===== src/rtl/hub75_pkg.sv =====
// Shared HUB75 constants: default panel geometry, RGB bit positions and the
// receive-side FSM state encoding.
package hub75_pkg;

    localparam int COLS_DEFAULT     = 64;
    localparam int ROW_BITS_DEFAULT = 4;

    // Bit positions inside the 6-bit {R0,G0,B0,R1,G1,B1} pixel pair
    localparam int RGB_R0 = 5;
    localparam int RGB_G0 = 4;
    localparam int RGB_B0 = 3;
    localparam int RGB_R1 = 2;
    localparam int RGB_G1 = 1;
    localparam int RGB_B1 = 0;

    typedef enum logic {
        ST_IDLE  = 1'b0,
        ST_DRAIN = 1'b1
    } rxState_e;

endpackage


===== src/rtl/hub75_rx_capture_if.sv =====
// HUB75 input pins plus the rebuilt framebuffer write stream and status flags.
interface hub75_rx_capture_if import hub75_pkg::*; #(
    parameter int COLS     = COLS_DEFAULT,
    parameter int ROW_BITS = ROW_BITS_DEFAULT
);

    localparam int ADDR_W = ROW_BITS + $clog2(COLS);

    logic                sclk_in;
    logic                lat_in;
    logic                oe_in;
    logic [ROW_BITS-1:0] addr_in;
    logic [5:0]          rgb_in;

    logic                fb_we;
    logic [ADDR_W-1:0]   fb_addr;
    logic [5:0]          fb_wdata;
    logic                row_done;
    logic                frame_done;
    logic                col_err;
    logic                overrun;
    logic                oe_violation;

    modport master (
        output sclk_in, lat_in, oe_in, addr_in, rgb_in,
        input  fb_we, fb_addr, fb_wdata, row_done, frame_done,
               col_err, overrun, oe_violation
    );

    modport slave (
        input  sclk_in, lat_in, oe_in, addr_in, rgb_in,
        output fb_we, fb_addr, fb_wdata, row_done, frame_done,
               col_err, overrun, oe_violation
    );

endinterface


===== src/rtl/hub75_in_sync.sv =====
// Multi-stage synchronizer with a trailing registered copy for rising-edge
// detection; every bit gets the same latency so buses stay aligned.
module hub75_in_sync import hub75_pkg::*; #(
    parameter int WIDTH  = 1,
    parameter int STAGES = 2
) (
    input  logic             clk,
    input  logic             rst,
    input  logic [WIDTH-1:0] d_i,
    output logic [WIDTH-1:0] q_o,
    output logic [WIDTH-1:0] rise_o
);

    logic [WIDTH-1:0] chain_q [STAGES];
    logic [WIDTH-1:0] prev_q;

    always_ff @(posedge clk or posedge rst) begin
        if (rst) begin
            for (int i = 0; i < STAGES; i++) begin
                chain_q[i] <= '0;
            end
            prev_q <= '0;
        end else begin
            chain_q[0] <= d_i;
            for (int i = 1; i < STAGES; i++) begin
                chain_q[i] <= chain_q[i-1];
            end
            prev_q <= chain_q[STAGES-1];
        end
    end

    assign q_o    = chain_q[STAGES-1];
    assign rise_o = q_o & ~prev_q;

endmodule


===== src/rtl/hub75_rx_capture.sv =====
// HUB75 receiver: captures shifted rows into ping-pong line buffers and drains
// each latched row as a framebuffer write burst, flagging protocol errors.
module hub75_rx_capture import hub75_pkg::*; #(
    parameter int COLS        = COLS_DEFAULT,
    parameter int ROW_BITS    = ROW_BITS_DEFAULT,
    parameter int SYNC_STAGES = 2
) (
    input  logic clk,
    input  logic rst,
    hub75_rx_capture_if.slave bus
);

    localparam int CNT_W  = $clog2(COLS) + 1;
    localparam int COL_W  = $clog2(COLS);
    localparam int BUS_W  = ROW_BITS + 7;
    localparam logic [CNT_W-1:0] COLS_CNT = CNT_W'(COLS);
    localparam logic [COL_W-1:0] LAST_COL = COL_W'(COLS - 1);

    logic             sclkRise, latRise, sclkLevelUnused, latLevelUnused;
    logic [BUS_W-1:0] busS, busRiseUnused;

    hub75_in_sync #(.WIDTH(1), .STAGES(SYNC_STAGES)) uSclkSync (
        .clk(clk), .rst(rst), .d_i(bus.sclk_in), .q_o(sclkLevelUnused), .rise_o(sclkRise)
    );
    hub75_in_sync #(.WIDTH(1), .STAGES(SYNC_STAGES)) uLatSync (
        .clk(clk), .rst(rst), .d_i(bus.lat_in), .q_o(latLevelUnused), .rise_o(latRise)
    );
    hub75_in_sync #(.WIDTH(BUS_W), .STAGES(SYNC_STAGES)) uBusSync (
        .clk(clk), .rst(rst), .d_i({bus.oe_in, bus.addr_in, bus.rgb_in}),
        .q_o(busS), .rise_o(busRiseUnused)
    );

    logic                oeS;
    logic [ROW_BITS-1:0] addrS;
    logic [5:0]          rgbS;
    assign oeS   = busS[BUS_W-1];
    assign addrS = busS[6 +: ROW_BITS];
    assign rgbS  = busS[5:0];

    logic [5:0]          lineBuf [2][COLS];
    logic [CNT_W-1:0]    colCnt_q;
    logic                excess_q, wrBank_q, colErr_q, overrun_q, oeViol_q;
    logic [ROW_BITS-1:0] rowLat_q;
    rxState_e            state_q, stateD;
    logic [COL_W-1:0]    drainCol_q, drainColD;
    logic                fbWe_q, fbWeD;
    logic [ROW_BITS+COL_W-1:0] fbAddr_q, fbAddrD;
    logic [5:0]          fbWdata_q, fbWdataD;
    logic                last_q, lastD, lastFrame_q, lastFrameD, rowDone_q, frameDone_q;

    // A shift landing in the same cycle as a latch counts toward the latched row
    logic             shiftTake, shiftExcess, excessAfter, commit;
    logic [CNT_W-1:0] cntAfter;
    assign shiftTake   = sclkRise && (colCnt_q < COLS_CNT);
    assign shiftExcess = sclkRise && !shiftTake;
    assign cntAfter    = colCnt_q + {{(CNT_W-1){1'b0}}, shiftTake};
    assign excessAfter = excess_q | shiftExcess;
    assign commit      = latRise && (state_q != ST_DRAIN);

    always_ff @(posedge clk) begin
        if (shiftTake) begin
            lineBuf[wrBank_q][colCnt_q[COL_W-1:0]] <= rgbS;
        end
    end

    always_ff @(posedge clk or posedge rst) begin
        if (rst) begin
            colCnt_q  <= '0;
            excess_q  <= 1'b0;
            wrBank_q  <= 1'b0;
            rowLat_q  <= '0;
            colErr_q  <= 1'b0;
            overrun_q <= 1'b0;
            oeViol_q  <= 1'b0;
        end else begin
            if (latRise) begin
                colCnt_q <= '0;
                excess_q <= 1'b0;
                colErr_q <= (cntAfter != COLS_CNT) || excessAfter;
                if (commit) begin
                    rowLat_q <= addrS;
                    wrBank_q <= ~wrBank_q;
                end else begin
                    overrun_q <= 1'b1;
                end
            end else begin
                colCnt_q <= cntAfter;
                excess_q <= excessAfter;
                colErr_q <= 1'b0;
            end
            if (sclkRise && !oeS) begin
                oeViol_q <= 1'b1;
            end
        end
    end

    // Drain reads the bank that is not being shifted into
    always_comb begin
        stateD     = state_q;
        drainColD  = drainCol_q;
        fbWeD      = 1'b0;
        fbAddrD    = fbAddr_q;
        fbWdataD   = fbWdata_q;
        lastD      = 1'b0;
        lastFrameD = 1'b0;
        case (state_q)
            ST_IDLE: begin
                if (commit) begin
                    stateD    = ST_DRAIN;
                    drainColD = '0;
                end
            end
            ST_DRAIN: begin
                fbWeD    = 1'b1;
                fbAddrD  = {rowLat_q, drainCol_q};
                fbWdataD = lineBuf[~wrBank_q][drainCol_q];
                if (drainCol_q == LAST_COL) begin
                    stateD     = ST_IDLE;
                    lastD      = 1'b1;
                    lastFrameD = (rowLat_q == '1);
                end else begin
                    drainColD = drainCol_q + 1'b1;
                end
            end
        endcase
    end

    always_ff @(posedge clk or posedge rst) begin
        if (rst) begin
            state_q     <= ST_IDLE;
            drainCol_q  <= '0;
            fbWe_q      <= 1'b0;
            fbAddr_q    <= '0;
            fbWdata_q   <= '0;
            last_q      <= 1'b0;
            lastFrame_q <= 1'b0;
            rowDone_q   <= 1'b0;
            frameDone_q <= 1'b0;
        end else begin
            state_q     <= stateD;
            drainCol_q  <= drainColD;
            fbWe_q      <= fbWeD;
            fbAddr_q    <= fbAddrD;
            fbWdata_q   <= fbWdataD;
            last_q      <= lastD;
            lastFrame_q <= lastFrameD;
            rowDone_q   <= last_q;
            frameDone_q <= lastFrame_q;
        end
    end

    assign bus.fb_we        = fbWe_q;
    assign bus.fb_addr      = fbAddr_q;
    assign bus.fb_wdata     = fbWdata_q;
    assign bus.row_done     = rowDone_q;
    assign bus.frame_done   = frameDone_q;
    assign bus.col_err      = colErr_q;
    assign bus.overrun      = overrun_q;
    assign bus.oe_violation = oeViol_q;

endmodule

===== src/flat_wrapper.sv =====
// flat-port wrapper written by rule: the top's interface ports become plain ports
module hub75_rx_capture_flat import hub75_pkg::*;
#(
    parameter int COLS        = COLS_DEFAULT,
    parameter int ROW_BITS    = ROW_BITS_DEFAULT,
    parameter int SYNC_STAGES = 2
)
  (clk, rst, bus_sclk_in, bus_lat_in, bus_oe_in, bus_addr_in, bus_rgb_in, bus_fb_we, bus_fb_addr, bus_fb_wdata, bus_row_done, bus_frame_done, bus_col_err, bus_overrun, bus_oe_violation);
  hub75_rx_capture_if #(.COLS(COLS), .ROW_BITS(ROW_BITS)) bus_i ();
  input  logic clk;
  input  logic rst;
  input wire logic [$bits(bus_i.sclk_in)-1:0] bus_sclk_in;
  input wire logic [$bits(bus_i.lat_in)-1:0] bus_lat_in;
  input wire logic [$bits(bus_i.oe_in)-1:0] bus_oe_in;
  input wire logic [$bits(bus_i.addr_in)-1:0] bus_addr_in;
  input wire logic [$bits(bus_i.rgb_in)-1:0] bus_rgb_in;
  output wire logic [$bits(bus_i.fb_we)-1:0] bus_fb_we;
  output wire logic [$bits(bus_i.fb_addr)-1:0] bus_fb_addr;
  output wire logic [$bits(bus_i.fb_wdata)-1:0] bus_fb_wdata;
  output wire logic [$bits(bus_i.row_done)-1:0] bus_row_done;
  output wire logic [$bits(bus_i.frame_done)-1:0] bus_frame_done;
  output wire logic [$bits(bus_i.col_err)-1:0] bus_col_err;
  output wire logic [$bits(bus_i.overrun)-1:0] bus_overrun;
  output wire logic [$bits(bus_i.oe_violation)-1:0] bus_oe_violation;
  assign bus_i.sclk_in = bus_sclk_in;
  assign bus_i.lat_in = bus_lat_in;
  assign bus_i.oe_in = bus_oe_in;
  assign bus_i.addr_in = bus_addr_in;
  assign bus_i.rgb_in = bus_rgb_in;
  assign bus_fb_we = bus_i.fb_we;
  assign bus_fb_addr = bus_i.fb_addr;
  assign bus_fb_wdata = bus_i.fb_wdata;
  assign bus_row_done = bus_i.row_done;
  assign bus_frame_done = bus_i.frame_done;
  assign bus_col_err = bus_i.col_err;
  assign bus_overrun = bus_i.overrun;
  assign bus_oe_violation = bus_i.oe_violation;
  hub75_rx_capture #(.COLS(COLS), .ROW_BITS(ROW_BITS), .SYNC_STAGES(SYNC_STAGES)) u_core (.clk(clk), .rst(rst), .bus(bus_i));
endmodule

===== config.mk =====
export PLATFORM = sky130hd
export DESIGN_NAME = hub75_rx_capture_flat
export DESIGN_NICKNAME = d
export VERILOG_FILES = /design/src/rtl/hub75_pkg.sv /design/src/rtl/hub75_rx_capture_if.sv /design/src/rtl/hub75_in_sync.sv /design/src/rtl/hub75_rx_capture.sv /design/src/flat_wrapper.sv
export SDC_FILE = /design/constraint.sdc
export NUM_CORES = 1
export LEC_CHECK = 0
export CAP_MARGIN = 15
export CORE_UTILIZATION = 45
export DETAILED_ROUTE_END_ITERATION = 8
export DONT_BUFFER_PORTS = 1
export PLACE_DENSITY = 0.67
export SYNTH_ARGS = -nofsm -noshare
export SYNTH_HDL_FRONTEND = slang
export SYNTH_SLANG_ARGS = --single-unit

===== constraint.sdc =====
create_clock -name clk -period 6.9 [get_ports clk]
set_clock_uncertainty 0.15 [all_clocks]
set_input_delay 0.69 -clock clk [delete_from_list [all_inputs] [get_ports clk]]
set_output_delay 0.69 -clock clk [all_outputs]
set_load 0.02 [all_outputs]

==> impl_metrics.json, run 1 <==
{
  "syn_to_final_growth_pct": 11.7,
  "drtIter0Drc": 1840,
  "synth_cells": 1719,
  "n_antenna_cell": 0,
  "ctsLongestPathBuffers": 3,
  "p_seq_frac": 0.443,
  "syn_nets": 1737,
  "max_cap_violations": 0,
  "cp-start-kind": "register",
  "tritoncts": "yes",
  "yosysMostFrequentCell": "edfxtp_1",
  "worstPathMaxFanout": 72,
  "pwr-share-comb": 0.229,
  "root_buffer": "clkbuf_16",
  "setup_violations": 0,
  "swShare": 0.292,
  "hpwl_um": 43900,
  "synth-simple-area-share": 0.0470,
  "grt_max_degree": 94,
  "grt_usage": 0.199,
  "p_per_area_nw_per_um2": 377,
  "wirelength_um": 72400,
  "yosys.area.top_type": "edfxtp_1",
  "wl_per_cell_um": 26.2,
  "nets": 1764,
  "hold_viol_final": 0,
  "timing.final.crit_share": 0.602,
  "gr-total-overflow": 0,
  "cts_buffers": 84,
  "leakage_uw": 0.0118,
  "slew_headroom": 0.206,
  "yosysSeqAreaShare": 0.764,
  "synth_top_family_by_area": "multiplexers",
  "antenna_found_initial": 2,
  "drc": 0,
  "fin_crit_ps": 4150,
  "die_height_um": 271,
  "synth_edf_count": 768,
  "synth_area_per_cell_um2": 18.9,
  "drtAntennaViolNets": 0,
  "netlist.area_leader.share": 0.709,
  "gp_congestion": 0.897,
  "synth_mux_area_frac": 0.150,
  "path_clk_slew_ps": 60,
  "ioPinCount": 37,
  "p_int_uw": 9700,
  "post_cts_resize_count": 0,
  "ys_types": 40,
  "final_max_slew_viol_count": 0,
  "vias": 16300,
  "stdcell_count": 2763,
  "worst_slew_pin_slew_ps": 1190,
  "synth-xor-area-share": 0.00161,
  "initial_utilization": 0.455,
  "rsz0062_at_grt": "false",
  "post_cts_buffers": 0,
  "netlist_area_um2": 32500,
  "yosys.area_share.adder": 0.00115,
  "required_ps": 7250,
  "crit_arrival_ps": 4510,
  "core_um2": 71500,
  "ys_async_sr_fraction": 0.0857,
  "status": "completed",
  "critPathKind": "register to register",
  "synth_compound_area_frac": 0.0220,
  "die_area_um2": 73400,
  "clock_latency_ps": 640,
  "rows": 98,
  "pwr-share-clk": 0.328,
  "ctsHtreeMaxLevel": 3,
  "grt_pass1_wl_um": 109000,
  "io_buffer_count": 0,
  "placedCellCount": 2597,
  "fin_setup_tns_ps": 0,
  "hold_buffers": 13,
  "drive_gt1_frac": 0.170,
  "critPathCaptureType": "register",
  "fmax_mhz": 241,
  "yosys_warnings": 0,
  "firstDrtPassIters": 7,
  "grt_pass1_vias": 16400,
  "vdd_drop_max_mv": 0.284,
  "routed_via_density": 5.89,
  "die_w_um": 271,
  "ys_ff_latch": 840,
  "hold_class": "input pin to asynchronous set/reset pin",
  "synth_common_cells": "edfxtp_1 (768), mux2i_1 (175), nor2_1 (161)",
  "cts.sinks": 840,
  "synth_ff_type": "edfxtp_1",
  "finalPower_uw": 13700,
  "power_switching_uw": 4000,
  "netlist_top_cells_area": "edfxtp_1 (71%), mux4_2 (8.7%), dfrtp_1 (5.5%)"
}
[power by group through the flow]
stage | clock network [uW] | logic (uW) | registers [uW]
after floorplan | 0 | 2460 | 5910
after global placement | 0 | 3100 | 6170
after detailed placement | 0 | 3120 | 6180
after CTS | 4550 | 3140 | 6070
after global routing | 4720 | 3310 | 6090
final | 4490 | 3140 | 6070
[sequential cells by signal, summed over array words and instances (netlist names), 4 cells and up]
name,cells
u_core.bus.fb_addr,10
u_core.bus.fb_wdata,6
u_core.colCnt_q,7
u_core.drainCol_q,6
u_core.lineBuf,768
u_core.rowLat_q,4
u_core.uBusSync.chain_q,11
u_core.uBusSync.q_o,11
[cells in the final DEF (no fill, tap or decap), drive strengths merged, types with 6 or more instances in the layout]
cell and n:
edfxtp 768, mux2i 175, nor2 161, mux4 126
clkbuf 116, o22ai 78, dfrtp 72, nor3 59
clkinv 27, nand2 26, mux2 26, buf 23
or4 18, a21oi 18, nand3 15, nor2b 15
dlygate4sd3 13, nand2b 12, o21ai 7, inv 7
bufinv 6, a2111oi 6
[worst paths after layout]
path / slack [ps] / endpoint / cells past startpoint / from
max: 2750 / u_core.bus.fb_wdata[3] / 7 / u_core.drainCol_q[1]
min: 110 / u_core.rowLat_q[3] / 2 / rst
max reg2reg: 2750 / u_core.bus.fb_wdata[3] / 7 / u_core.drainCol_q[1]
min reg2reg: 200 / u_core.uBusSync.q_o[3] / 0 / u_core.uBusSync.chain_q[14]
max in group asynchronous: 5750 / u_core.drainCol_q[1] / 2 / rst
min in group clk: 200 / u_core.uBusSync.q_o[3] / 0 / u_core.uBusSync.chain_q[14]
[per-layer routing]
metal,part of all wire,GRT usage,up-vias
met3,0.067,0.0328,125
met4,0.022,0.0507,2
met5,0.00014,0,-
met2,0.48,0.314,686
met1,0.43,0.289,8499
li1,-,-,6956
[logic make-up (layout without fill, tap and decap cells)]
family / Yosys count / in the layout
flops: 840 / 840
compound gates: 115 / 115
xor+xnor: 6 / 6
fa+ha+maj: 3 / 3
simple gates: 329 / 329
mux: 327 / 327
buf+inv: 99 / 193
[critical path, cell delays in order, from the launching register on]
cell     delay [ps]
dfrtp_4        1100
buf_4           690
or2_2           750
o22ai_1         200
nor3_1          310
or4_1           180
a21oi_1          80
or4_1           470
[metrics by stage]
step / setup WS [ps] / util / cell area (um2) / hold slack (ps)
finish: 2750 / 0.509 / 36400 / 108
global route: 2630 / 0.509 / 36400 / 162
CTS: 2750 / 0.509 / 36400 / 110
detailed placement: 2760 / 0.469 / 33500 / 185
global placement: 2820 / 0.469 / 33500 / 183
floorplan: 4220 / - / 32500 / 181
[layout make-up]
type	instances	area (um2)
fill	5611	35100
sequential	840	24900
multi-input combinational	780	7220
clock buffer	116	2360
tap	950	1190
clock inverter	37	350
timing repair buffer	36	328
inverter	4	16.3
No activity file was read; power rests on OpenSTA's default activity.
==> inputs of run 2 (changes only) <==
clock period = 4.25 ns   (was 6.9 ns; I/O delays follow)
==> impl_metrics.json, run 2 (synthesis results as in run 1) <==
{
  "vias": 16200,
  "gp_congestion": 0.854,
  "multi_input_area_um2": 7220,
  "critPathCaptureType": "register",
  "io_buffer_count": 0,
  "core_um2": 71500,
  "post_cts_resize_count": 0,
  "hold_class": "input pin to asynchronous set/reset pin",
  "root_buffer": "clkbuf_16",
  "die_w_um": 271,
  "rsz0062_at_grt": "false",
  "ctsLongestPathBuffers": 3,
  "worstPathMaxFanout": 59,
  "wl_per_cell_um": 25.5,
  "hold_viol_final": 0,
  "cts_buffers": 81,
  "firstDrtPassIters": 5,
  "routed_via_density": 5.82,
  "fillCellCount": 5604,
  "drc": 0,
  "fmax_mhz": 262,
  "setup_violations": 0,
  "grt_usage": 0.196,
  "regToRegEndpoint": "u_core.bus.fb_wdata[4]",
  "initial_utilization": 0.455,
  "cts.sinks": 840,
  "die_height_um": 271,
  "status": "completed",
  "path_cells": "buf_12, buf_12, mux2i_1, o22ai_1, nor3_1, or4_1, a21oi_1, or4_1",
  "worst_slew_pin_slew_ps": 1040,
  "timing.final.crit_share": 0.898,
  "grt_max_degree": 97,
  "antenna_found_initial": 1,
  "rows": 98,
  "gr-total-overflow": 0,
  "final_cell_area_um2": 36600,
  "drtIter0Drc": 1879,
  "hpwl_um": 44200,
  "final_max_slew_viol_count": 0,
  "final_cell_mix": "edfxtp_1 (768), mux2i_1 (175), nor2_1 (161)",
  "max_cap_violations": 0,
  "clock_latency_ps": 620,
  "p_per_area_nw_per_um2": 604,
  "cp-start-kind": "register",
  "slew_headroom": 0.308,
  "ctsHtreeMaxLevel": 3,
  "crit_arrival_ps": 4160,
  "reg2reg_from": "u_core.wrBank_q",
  "fin_setup_tns_ps": 0,
  "crit_path_max_incr_delay_ps": 910,
  "tritoncts": "yes",
  "place_area_um2": 33800,
  "finalPower_uw": 22100,
  "reg2reg_setup_slack_ps": 440,
  "wirelength_um": 71100,
  "cp_slowest_cell": "dfrtp_4",
  "nets": 1791,
  "cp-endpoint": "u_core.bus.fb_wdata[4]",
  "ioPinCount": 37,
  "syn_to_final_growth_pct": 12.3,
  "regArea_um2": 24900,
  "final_common_cell": "edfxtp_1",
  "n_antenna_cell": 0,
  "grt_pass1_vias": 16500,
  "crit_start": "u_core.wrBank_q",
  "path_clk_slew_ps": 60,
  "largest_reg_flops": 768,
  "critPathKind": "register to register",
  "r2r_cells": 8,
  "fin_crit_ps": 3810,
  "die_area_um2": 73400,
  "vdd_drop_max_mv": 0.334,
  "leakage_uw": 0.0119,
  "drive_gt1_frac": 0.178,
  "drtAntennaViolNets": 0,
  "required_ps": 4590,
  "grt_pass1_wl_um": 107000
}
==> run 2: changes by cell type in the layout (fill, tap and decap cells not counted), moves of 3 or more <==
cell / delta
buf_4: +25
clkbuf_1: +7
buf_12: +4
clkbuf_8: -4
clkinv_2: -4
inv_6: -3
==> run 2: repair_timing <==
| action | 4_1_cts | 5_1_grt |
|---|---|---|
| hold buffers | 14 | 0 |
| hold endpoints to repair | 44 | 0 |
| setup buffers | 0 | 0 |
==> run 2: power by group <==
part | internal (uW) | switching (uW)
combinational | 2390 | 2730
clock | 4160 | 2960
sequential | 9190 | 663
==> run 2: through the flow <==
| step | instances | utilization | hold WS, ps | setup WS (ps) |
|---|---|---|---|---|
| floorplan | 1719 | - | 181 | 1570 |
| global placement | 2626 | 0.473 | 184 | 455 |
| detailed placement | 2626 | 0.473 | 185 | 420 |
| CTS | 2790 | 0.511 | 134 | 423 |
| global route | 2790 | 0.511 | 182 | 233 |
| finish | 2790 | 0.511 | 152 | 435 |
==> run 2: final cells by class <==
cell class	instances	area share
Sequential cell	840	0.681
Multi-Input combinational cell	780	0.197
Inverter	4	0.000445
Tap cell	950	0.0325
Timing Repair Buffer	66	0.0166
Clock inverter	29	0.00715
Clock buffer	121	0.0648
==> run 2: metal layers <==
layer | GRT usage | vias up | wire [um] | share of wire
met1 | 0.273 | 8551 | 29600 | 0.42
met2 | 0.311 | 607 | 34500 | 0.49
met3 | 0.0430 | 103 | 5360 | 0.075
met5 | 0 | - | 0 | 0
li1 | - | 6982 | - | -
met4 | 0.0543 | 0 | 1610 | 0.023
==> run 2: worst max-delay path: cells and delay by family, from the launching register on <==
kind	cells	cell delay (ps)
flip-flops	1	910
AO/OA/AOI/OAI	2	220
multiplexers	1	240
AND/OR/NAND/NOR	3	1210
buffers and inverters	2	850
==> run 2: worst min path at each step <==
| stage | end | depth (start not counted) |
|---|---|---|
| final | u_core.bus.row_done | 2 |
| after global placement | u_core.uBusSync.q_o[4] | 0 |
| after floorplan | u_core.bus.frame_done | 0 |
| after global routing | u_core.bus.row_done | 2 |
| after CTS | u_core.bus.row_done | 2 |
| after detailed placement | u_core.uBusSync.q_o[3] | 0 |
